===== src/rtl/alu_uart_interface_if.sv =====
// Bus between the UART byte stream, the ALU and the transmitter. The slave side is the sequencer.
// The master side drives the receive, ALU and tx-done inputs and observes the operands and tx controls.
interface alu_uart_interface_if #(
  parameter int DATA_WIDTH = 8,
  parameter int OP_WIDTH   = 6
);
  logic [DATA_WIDTH-1:0] i_rx_data;
  logic                  i_rx_done;
  logic [DATA_WIDTH-1:0] i_alu_result;
  logic                  i_tx_done;
  logic [DATA_WIDTH-1:0] o_data_a;
  logic [DATA_WIDTH-1:0] o_data_b;
  logic [OP_WIDTH-1:0]   o_opcode;
  logic [DATA_WIDTH-1:0] o_tx_data;
  logic                  o_tx_start;
  logic                  o_busy;
  logic                  o_timeout;

  modport master (
    output i_rx_data, i_rx_done, i_alu_result, i_tx_done,
    input  o_data_a, o_data_b, o_opcode, o_tx_data, o_tx_start, o_busy, o_timeout
  );

  modport slave (
    input  i_rx_data, i_rx_done, i_alu_result, i_tx_done,
    output o_data_a, o_data_b, o_opcode, o_tx_data, o_tx_start, o_busy, o_timeout
  );
endinterface


===== src/rtl/alu_uart_interface.sv =====
// Collects A, B, opcode bytes, feeds the ALU, then launches uart_tx 2 clocks after the opcode byte.
// No backpressure: bytes arriving while busy are dropped; an inter-byte gap timeout discards partial sequences.
module alu_uart_interface #(
  parameter int DATA_WIDTH     = 8,
  parameter int OP_WIDTH       = 6,
  parameter int TIMEOUT_CYCLES = 260400
) (
  input  logic                 clk,
  input  logic                 reset,
  alu_uart_interface_if.slave  bus
);
  localparam int CW = $clog2(TIMEOUT_CYCLES + 1);
  localparam logic [CW-1:0] CNT_LAST = CW'(TIMEOUT_CYCLES - 1);

  typedef enum logic [2:0] {WAIT_A, WAIT_B, WAIT_OP, EXEC, WAIT_TX} state_t;

  state_t                state_q, state_d;
  logic [CW-1:0]         cnt_q, cnt_d;
  logic [DATA_WIDTH-1:0] data_a_q, data_a_d;
  logic [DATA_WIDTH-1:0] data_b_q, data_b_d;
  logic [OP_WIDTH-1:0]   opcode_q, opcode_d;
  logic [DATA_WIDTH-1:0] tx_data_q, tx_data_d;
  logic                  tx_start_q, tx_start_d;
  logic                  busy_q, busy_d;
  logic                  timeout_q, timeout_d;
  logic                  gap_expired;

  assign gap_expired = (cnt_q == CNT_LAST);

  always_comb begin
    state_d    = state_q;
    cnt_d      = '0;
    data_a_d   = data_a_q;
    data_b_d   = data_b_q;
    opcode_d   = opcode_q;
    tx_data_d  = tx_data_q;
    tx_start_d = 1'b0;
    busy_d     = busy_q;
    timeout_d  = 1'b0;
    case (state_q)
      WAIT_A: begin
        if (bus.i_rx_done) begin
          data_a_d = bus.i_rx_data;
          state_d  = WAIT_B;
        end
      end
      WAIT_B: begin
        if (bus.i_rx_done) begin
          data_b_d = bus.i_rx_data;
          state_d  = WAIT_OP;
        end else if (gap_expired) begin
          timeout_d = 1'b1;
          state_d   = WAIT_A;
        end else begin
          cnt_d = cnt_q + CW'(1);
        end
      end
      WAIT_OP: begin
        // A byte arriving on the expiry cycle still wins over the timeout.
        if (bus.i_rx_done) begin
          opcode_d = bus.i_rx_data[OP_WIDTH-1:0];
          busy_d   = 1'b1;
          state_d  = EXEC;
        end else if (gap_expired) begin
          timeout_d = 1'b1;
          state_d   = WAIT_A;
        end else begin
          cnt_d = cnt_q + CW'(1);
        end
      end
      EXEC: begin
        tx_data_d  = bus.i_alu_result;
        tx_start_d = 1'b1;
        state_d    = WAIT_TX;
      end
      WAIT_TX: begin
        if (bus.i_tx_done) begin
          busy_d  = 1'b0;
          state_d = WAIT_A;
        end
      end
      default: begin
        busy_d  = 1'b0;
        state_d = WAIT_A;
      end
    endcase
  end

  always_ff @(posedge clk) begin
    if (reset) begin
      state_q    <= WAIT_A;
      cnt_q      <= '0;
      data_a_q   <= '0;
      data_b_q   <= '0;
      opcode_q   <= '0;
      tx_data_q  <= '0;
      tx_start_q <= 1'b0;
      busy_q     <= 1'b0;
      timeout_q  <= 1'b0;
    end else begin
      state_q    <= state_d;
      cnt_q      <= cnt_d;
      data_a_q   <= data_a_d;
      data_b_q   <= data_b_d;
      opcode_q   <= opcode_d;
      tx_data_q  <= tx_data_d;
      tx_start_q <= tx_start_d;
      busy_q     <= busy_d;
      timeout_q  <= timeout_d;
    end
  end

  assign bus.o_data_a   = data_a_q;
  assign bus.o_data_b   = data_b_q;
  assign bus.o_opcode   = opcode_q;
  assign bus.o_tx_data  = tx_data_q;
  assign bus.o_tx_start = tx_start_q;
  assign bus.o_busy     = busy_q;
  assign bus.o_timeout  = timeout_q;
endmodule

===== src/flat_wrapper.sv =====
// flat-port wrapper written by rule: the top's interface ports become plain ports
module alu_uart_interface_flat 
#(
  parameter int DATA_WIDTH     = 8,
  parameter int OP_WIDTH       = 6,
  parameter int TIMEOUT_CYCLES = 260400
)
  (clk, reset, bus_i_rx_data, bus_i_rx_done, bus_i_alu_result, bus_i_tx_done, bus_o_data_a, bus_o_data_b, bus_o_opcode, bus_o_tx_data, bus_o_tx_start, bus_o_busy, bus_o_timeout);
  alu_uart_interface_if #(.DATA_WIDTH(DATA_WIDTH), .OP_WIDTH(OP_WIDTH)) bus_i ();
  input  logic clk;
  input  logic reset;
  input wire logic [$bits(bus_i.i_rx_data)-1:0] bus_i_rx_data;
  input wire logic [$bits(bus_i.i_rx_done)-1:0] bus_i_rx_done;
  input wire logic [$bits(bus_i.i_alu_result)-1:0] bus_i_alu_result;
  input wire logic [$bits(bus_i.i_tx_done)-1:0] bus_i_tx_done;
  output wire logic [$bits(bus_i.o_data_a)-1:0] bus_o_data_a;
  output wire logic [$bits(bus_i.o_data_b)-1:0] bus_o_data_b;
  output wire logic [$bits(bus_i.o_opcode)-1:0] bus_o_opcode;
  output wire logic [$bits(bus_i.o_tx_data)-1:0] bus_o_tx_data;
  output wire logic [$bits(bus_i.o_tx_start)-1:0] bus_o_tx_start;
  output wire logic [$bits(bus_i.o_busy)-1:0] bus_o_busy;
  output wire logic [$bits(bus_i.o_timeout)-1:0] bus_o_timeout;
  assign bus_i.i_rx_data = bus_i_rx_data;
  assign bus_i.i_rx_done = bus_i_rx_done;
  assign bus_i.i_alu_result = bus_i_alu_result;
  assign bus_i.i_tx_done = bus_i_tx_done;
  assign bus_o_data_a = bus_i.o_data_a;
  assign bus_o_data_b = bus_i.o_data_b;
  assign bus_o_opcode = bus_i.o_opcode;
  assign bus_o_tx_data = bus_i.o_tx_data;
  assign bus_o_tx_start = bus_i.o_tx_start;
  assign bus_o_busy = bus_i.o_busy;
  assign bus_o_timeout = bus_i.o_timeout;
  alu_uart_interface #(.DATA_WIDTH(DATA_WIDTH), .OP_WIDTH(OP_WIDTH), .TIMEOUT_CYCLES(TIMEOUT_CYCLES)) u_core (.clk(clk), .reset(reset), .bus(bus_i));
endmodule

===== config.mk =====
export PLATFORM = sky130hd
export DESIGN_NAME = alu_uart_interface_flat
export DESIGN_NICKNAME = d
export VERILOG_FILES = /design/src/rtl/alu_uart_interface_if.sv /design/src/rtl/alu_uart_interface.sv /design/src/flat_wrapper.sv
export SDC_FILE = /design/constraint.sdc
export NUM_CORES = 1
export LEC_CHECK = 0
export CORE_MARGIN = 2
export CORE_UTILIZATION = 45
export CTS_CLUSTER_DIAMETER = 150
export DETAILED_ROUTE_END_ITERATION = 16
export PLACE_DENSITY = 0.75
export SETUP_SLACK_MARGIN = 0.2
export SLEW_MARGIN = 20
export SYNTH_ARGS = -nofsm -noshare
export SYNTH_HDL_FRONTEND = slang
export SYNTH_SLANG_ARGS = --single-unit

===== constraint.sdc =====
create_clock -name clk -period 5.1 [get_ports clk]
set_input_delay 0.51 -clock clk [delete_from_list [all_inputs] [get_ports clk]]
set_output_delay 0.51 -clock clk [all_outputs]
set_load 0.05 [all_outputs]

# --- Word-level counts from Yosys, hierarchy flattened ---
# Index checks and enable logic that the tools add are counted.
word_totals:
  word_cells: 41
  reg_bits: 54
  out_inout_bits: 33
op_classes:
  n_reduce_logical: 10
  addsub: 1
  bitwise: 2
  n_mux: 11
  eq_ne: 8
ops:
  columns: ["operator", "count"]
  rows:
  - ["adder 18 x 1 -> 18 bit (second input constant)", 1]
  - ["equality test 18 bit (second input constant)", 1]
  - ["two-way mux 3 bit", 5]
  - ["one-hot mux 3 bit (5 select lines)", 1]
  - ["AND reduction 2 bit", 4]
  - ["equality test 3 x 2 -> 1 bit (second input constant)", 2]
  - ["inequality test 2 bit (second input constant)", 3]
  - ["OR reduction 3 bit", 2]
  - ["two-way mux 1 bit", 4]
  - ["OR reduction 4 bit", 1]
  - ["equality test 3 x 1 -> 1 bit (second input constant)", 1]
  - ["equality test 3 bit (second input constant)", 1]
  - ["logical NOT 3 bit", 1]
  - ["one-hot mux 1 bit (3 select lines)", 1]
  - ["AND reduction 3 bit", 1]
  - ["inverter 1 bit", 2]
  - ["OR reduction 2 bit", 1]

# --- Longest topological paths before layout ---
# Gate-level depths: netlist of the first run.
depth:
  word_depth: 4
  mapped_depth: 7

# --- Worst setup path after synthesis of the first run ---
# OpenSTA, ideal clock, no wires.
synth_path:
  kind: "register -> register"
  startpoint: "register u_core.cnt_q[0]"
  endpoint: "register u_core.cnt_q[10]"
  arrival_time_ps: 1586
  path_stages_with_launch: 8
  required_time_ps: 4983
  setup_time_ps: 117
  slack_ps: 3397
  cell_sequence: "dfxtp_1 ha_1 and3_1 clkbuf_1 nand4_1 o21ai_2 buf_2 nor2_1"
synth_between:
  elab_chain_len: 2
synth_lines:
  columns: ["item", "line", "rtl"]
  rows:
  - ["from (decl)", "alu_uart_interface.sv:18", "logic [CW-1:0] cnt_q, cnt_d;"]
  - ["from (signal assigned)", "alu_uart_interface.sv:102", "cnt_q <= cnt_d;"]
  - ["branches (longest 2 deep; another with adder 18 x 1 -> 18 bit)", null, null]
# Several ways; the timed one is not identified.
# A chain may end at the register's enable or synchronous reset.

# --- Final worst setup path of the first run ---
layout_path:
  startpoint: "register u_core.opcode_q[1], in the netlist u_core.bus.o_opcode[1]"
  endpoint: "output bus_o_opcode[1]"
layout_rtl:
  columns: ["item", "line", "rtl"]
  rows:
  - ["from (decl)", "alu_uart_interface.sv:21", "logic [OP_WIDTH-1:0] opcode_q, opcode_d;"]
  - ["from (signal assigned)", "alu_uart_interface.sv:105", "opcode_q <= opcode_d;"]
  - ["to (decl)", "flat_wrapper.sv:18", "output wire logic [$bits(bus_i.o_opcode)-1:0] bus_o_opcode;"]
# No word-level cell between the ends.

==> flow_metrics.tcl, run 1 <==
set metrics [dict create \
    outcome "complete, no violations" \
    total_number_of_nets_in_the_final_design 304 \
    wl_per_cell_um 12.27 \
    highest_attainable_clock_frequency_mhz 502.8 \
    seqCellArea_um2 1081 \
    areaGrowthSynthToFinish_pct 30.34 \
    most-common-layout-cells "dfxtp_1 (54), clkdlybuf4s50_1 (52), nor2_1 (40), mux2i_1 (23), nand2_1 (23)" \
    min_period_over_period_pct 38.99 \
    last_weighted_congestion_value_of_the_routability_driven_placer 0.8477 \
    holdCritStartpoint "u_core.bus.o_data_a[3]" \
    diodes 0 \
    post_cts.repair.setup_buffers 0 \
    critical_path.max_stage_delay_ps 820 \
    drc_violation_total_after_the_first_tritonroute_iteration 115 \
    synthDistinctLibCells 37 \
    ir_drop_mv 0.1827 \
    routed_wirelength_um 4146 \
    cts_resized 0 \
    static-leakage-power_uw 0.0009905 \
    numPortBuffers 52 \
    worstPathBufferInverterCount 1 \
    start_kind "flip-flop" \
    worst_setup_path_end_kind "output port" \
    grt.total_usage_pct 16.50 \
    critPathMaxFanout 2 \
    hold_class "flip-flop to flip-flop" \
    final_cells 338 \
    maxSlewHeadroom_pct 38.04 \
    inst_count_dp 330 \
    fp.coreArea_um2 4661 \
    worst_ep_required_time_ps 4590 \
    drt.antenna.violating_nets 0 \
    tritoncts "done" \
    reg2regPathDepth 5 \
    cts-hold-fix-buffers 0 \
    dp.final_hpwl_um 2917 \
    die_height_um 73.24 \
    yosys_most_used_dff "dfxtp_1" \
    clk-insertion-delay-late_ps 310 \
    first_global_vias 1547 \
    worst-slew-pin-transition_ps 922.4 \
    synthArstFlopShare_pct 0 \
    drv_slew 0 \
    clk_skew_ps 6.548 \
    multi_input_area_um2 1002 \
    syn_nets 256 \
    final_common_cell "dfxtp_1" \
    crit_path_cell_trace "clkdlybuf4s50_1" \
    rr_startpoint "u_core.cnt_q[0]" \
    total_number_of_yosys_warnings 0 \
    reg2reg_slack_ps 3170 \
    vias_per_cell 5.148 \
    wire_length_of_the_first_global_routing_pass_um 6810 \
    fillers 429 \
    grt-ovfl-total 0 \
    num_vias 1740 \
    cts_inserted_buffers 5 \
    mappedNetlistArea_um2 2157 \
    final_core_utilization_pct 60.32 \
    clock_tree.htree_level_count 2 \
    cts-root-buf "clkbuf_8" \
    die_w_um 73.24 \
    hold-path-cell-count 2 \
    timing.setup.tns_ps 0 \
    timing.rr.end "u_core.cnt_q[3]" \
    final.min_clock_period_ps 1989 \
    antenna_found_initial 0 \
    rsz_0062_raised_after_global_routing "no" \
    path_clk_slew_ps 100 \
    postSynthRegisterBits 54 \
    starting_density_of_the_core_pct 46.28 \
    detail_route.first_pass.iterations 4 \
    die-area_um2 5363 \
    max_cap_viol_count 0 \
    ys_seq_area_share_pct 50.12 \
    syn-mean-instance-area_um2 9.179 \
    grt_start_max_net_pins 37 \
    ioPinCount 53 \
    tritoncts_sinks 54 \
    cp_top_family "buffers and inverters" \
    report.final.hold_viol_count 0 \
    drive_above_1_share_pct 4.930 \
    post_synth_edffs 0 \
    synthesis.instances 235 \
    placement_rows 25 \
    final_setup_violations 0 \
    route.detailed.drc 0 \
    critical_path_class "flip-flop to output port" \
    worst_hold_path.endpoint "u_core.bus.o_data_a[3]" \
    worst-endpoint-arrival_ps 1480 \
    power_per_cell_area_nw_per_um2 293.7 \
    cts-root-to-sink-buffers 2 \
    slowest_stage "clkdlybuf4s50_1" \
]
synth_stat cells, types with 3 or more instances:
master / number / area share [%]
xor2_1: 6 / 2.4
nor2_1: 40 / 7.0
dfxtp_1: 54 / 50
nor3_1: 6 / 1.4
o21ai_0: 3 / 0.70
a211oi_1: 3 / 1.0
mux2i_1: 23 / 11
nand2_1: 23 / 4.0
nand3_1: 8 / 1.9
nand4_1: 5 / 1.5
nor3b_1: 3 / 1.0
clkbuf_1: 6 / 1.0
inv_1: 4 / 0.70
buf_2: 3 / 0.70
xnor2_1: 7 / 2.8
nor4_1: 4 / 1.2
a21oi_1: 10 / 2.3
how the worst max path moves through the flow:
stage | from | to | cells after the start
after floorplan | u_core.cnt_q[0] | u_core.cnt_q[10] | 7
after global placement | bus_i_rx_done | u_core.bus.o_opcode[0] | 5
after detailed placement | bus_i_rx_done | u_core.bus.o_opcode[5] | 5
after CTS | u_core.bus.o_opcode[1] | bus_o_opcode[1] | 1
after global routing | u_core.cnt_q[0] | u_core.cnt_q[3] | 5
final | u_core.bus.o_opcode[1] | bus_o_opcode[1] | 1
routing by layer:
| metal | global-route usage, % | routed length [um] |
|---|---|---|
| met1 | 20.73 | 1971 |
| met2 | 27.03 | 1866 |
| met3 | 5.249 | 263 |
| met4 | 4.938 | 44 |
| met5 | 0 | 0 |
metrics by stage:
stage / instance area [um^2] / total power [uW] / hold slack [ps] / worst slack, ps
2_1_floorplan: 2157 / 513.9 / 437.2 / 3397
3_3_place_gp: 2696 / 554.8 / 440.8 / 2512
3_5_place_dp: 2701 / 555.8 / 447.2 / 2837
4_1_cts: 2811 / 836.0 / 465.0 / 3100
5_1_grt: 2811 / 858.9 / 487.2 / 2953
6_report: 2811 / 825.8 / 462.1 / 3111
area by class of cell:
type | count | share of cell area (%)
sequential | 54 | 38.45
multi-input combinational | 164 | 35.65
inverter | 4 | 0.5340
clock buffer | 6 | 2.581
clock inverter | 2 | 1.335
tap | 54 | 2.403
timing repair buffer | 54 | 19.05
kinds of logic after synthesis:
kind of cell / share of synthesized area [%]
AO/OA/AOI/OAI: 6.265
AND/OR/NAND/NOR: 23.43
buffers and inverters: 3.654
flip-flops: 50.12
multiplexers: 10.67
adder cells (fa/ha/maj): 0.5800
XOR/XNOR: 5.278
power breakdown:
part / total, uW / switching (uW) / internal [uW]
clock: 280 / 134 / 146
combinational: 106 / 63.1 / 42.8
sequential: 440 / 7.12 / 433
registers in the layout, indices dropped and copies added, names as in the netlist:
signal,cells
u_core.bus.o_busy,1
u_core.bus.o_data_a,8
u_core.bus.o_data_b,8
u_core.bus.o_opcode,6
u_core.bus.o_timeout,1
u_core.bus.o_tx_data,8
u_core.bus.o_tx_start,1
u_core.cnt_q,18
u_core.state_q,3
(Power assumes the default switching activity.)
==> inputs of run 2 (changes only) <==
- CORE_UTILIZATION: 45 -> 44
- PLACE_DENSITY: 0.75 -> 0.76
- clock period: 5.1 -> 1.75 ns (I/O delays scaled with it)
==> flow_metrics.tcl, run 2 (same netlist as run 1, synthesis figures left out) <==
set metrics [dict create \
    max_flop_register "u_core.cnt_q" \
    final_common_cell "dfxtp_1" \
    post-route-cell-area_um2 2998 \
    dp.final_hpwl_um 3131 \
    worst-slew-pin-transition_ps 518.2 \
    cts-root-buf "clkbuf_8" \
    ir_drop_mv 0.6686 \
    worst-endpoint-arrival_ps 1790 \
    clock_tree.htree_level_count 2 \
    areaGrowthSynthToFinish_pct 38.98 \
    final_core_utilization_pct 63.47 \
    diodes 0 \
    worstPathBufferInverterCount 0 \
    p_total_uw 2578 \
    slowest_stage "or4_4" \
    wl_per_cell_um 12.57 \
    cts_inserted_buffers 5 \
    routed_wirelength_um 4601 \
    die-area_um2 5478 \
    antenna_found_initial 0 \
    static-leakage-power_uw 0.001255 \
    num_vias 1817 \
    hold_class "input pin to flip-flop" \
    total_number_of_nets_in_the_final_design 319 \
    drv_slew 0 \
    fp.coreArea_um2 4723 \
    clk-insertion-delay-late_ps 310 \
    die_w_um 74.02 \
    critPathMaxFanout 5 \
    drc_violation_total_after_the_first_tritonroute_iteration 84 \
    report.final.hold_viol_count 0 \
    path_clk_slew_ps 100 \
    cp_top_family "simple AND/OR/NAND/NOR gates" \
    drt.antenna.violating_nets 0 \
    worst_ep_required_time_ps 2000 \
    outcome "complete, no violations" \
    grt.total_usage_pct 16.75 \
    final.min_clock_period_ps 1540 \
    most-common-layout-cells "dfxtp_1 (45), nor2_1 (40), dlygate4sd2_1 (33), mux2i_1 (23), nand2_1 (23)" \
    critical_path.max_stage_delay_ps 470 \
    timing.setup.tns_ps 0 \
    crit_path_cell_trace "nand4_1 -> or4_4 -> or3_1 -> a21oi_1" \
    grt_start_max_net_pins 36 \
    die_height_um 74.02 \
    tritoncts_sinks 54 \
    holdWs_ps 441.3 \
    cts-root-to-sink-buffers 2 \
    grt-ovfl-total 0 \
    tritoncts "done" \
    cts-hold-fix-buffers 0 \
    drive_above_1_share_pct 14.38 \
    route.detailed.drc 0 \
    numPortBuffers 52 \
    critical_path_class "flip-flop to flip-flop" \
    ioPinCount 53 \
    starting_density_of_the_core_pct 45.67 \
    wire_length_of_the_first_global_routing_pass_um 7017 \
    rsz_0062_raised_after_global_routing "yes" \
    worst_setup_path_end_kind "flip-flop" \
    largest_register_ffs 18 \
    placement_rows 25 \
    last_weighted_congestion_value_of_the_routability_driven_placer 0.8618 \
    detail_route.first_pass.iterations 4 \
    highest_attainable_clock_frequency_mhz 649.3 \
    maxSlewHeadroom_pct 65.59 \
    reg2reg_slack_ps 210 \
    vias_per_cell 4.964 \
    min_period_over_period_pct 88.00 \
    start_kind "flip-flop" \
    max_cap_viol_count 0 \
    power_per_cell_area_nw_per_um2 860.1 \
    postPlaceCellArea_um2 2810 \
    final_setup_violations 0 \
    first_global_vias 1553 \
    clk_skew_ps 10.52 \
]
[run 2: cell count changes in the layout (fill, tap and decap cells not counted), moves of 4 or more]
cell,previous run,this run
dlygate4sd2_1,0,33
dfxtp_2,0,4
clkdlybuf4s50_1,52,19
dfxtp_1,54,45
dfxtp_4,0,5
buf_4,2,17
[run 2: power breakdown]
group	leakage, uW	total (uW)	switching, uW	internal [uW]
registers	0.000443	1270	20.5	1250
clock network	0.0000714	1010	396	610
logic	0.000740	299	186	113
total	0.00125	2580	603	1980
[run 2: timing repair]
item                       CTS  global route
resized for setup           34            17
setup endpoints to repair   47            18
hold endpoints to repair     0             0
pin swaps                    1             3
setup buffers                0             5
[run 2: final timing paths]
check / startpoint / end / depth (start not counted)
worst min register to register: u_core.bus.o_data_a[1] / u_core.bus.o_data_a[1] / 2
worst max-delay path: u_core.cnt_q[0] / u_core.cnt_q[17] / 4
worst max register to register: u_core.cnt_q[0] / u_core.cnt_q[17] / 4
worst min-delay path: bus_i_rx_data[6] / u_core.bus.o_data_a[6] / 3
[run 2: worst min-delay path: stages]
cell             delay (ps)
clkdlybuf4s50_1         420
nand2_1                  60
a21oi_1                  50
[run 2: area by class of cell]
| type | count | area, um^2 |
|---|---|---|
| fill | 410 | 1725 |
| inverter | 4 | 15.01 |
| clock buffer | 6 | 82.58 |
| clock inverter | 2 | 60.06 |
| tap | 67 | 83.83 |
| sequential | 54 | 1105 |
| timing repair buffer | 69 | 606.8 |
| multi-input combinational | 164 | 1045 |
[run 2: through the flow]
step,setup slack (ps),std cells
2_1_floorplan,207.3,235
3_3_place_gp,125.4,353
3_5_place_dp,76.36,353
4_1_cts,105.9,361
5_1_grt,125.8,366
6_report,209.9,366
[run 2: routing by layer]
| metal | part of all wire (%) | vias up | track usage [%] | wire (um) |
|---|---|---|---|---|
| met1 | 47 | 829 | 21.65 | 2178 |
| li1 | - | 929 | - | - |
| met4 | 1.3 | 0 | 6.061 | 62 |
| met2 | 44 | 52 | 26.88 | 2042 |
| met3 | 6.9 | 7 | 4.743 | 317 |
| met5 | 0 | - | 0 | 0 |
==> inputs of run 3 (changes only) <==
- CAP_MARGIN: default -> 10
- RECOVER_POWER: default -> 50
==> results of run 3 <==
The final DEF is identical to that of run 2; final timing and power are the same.
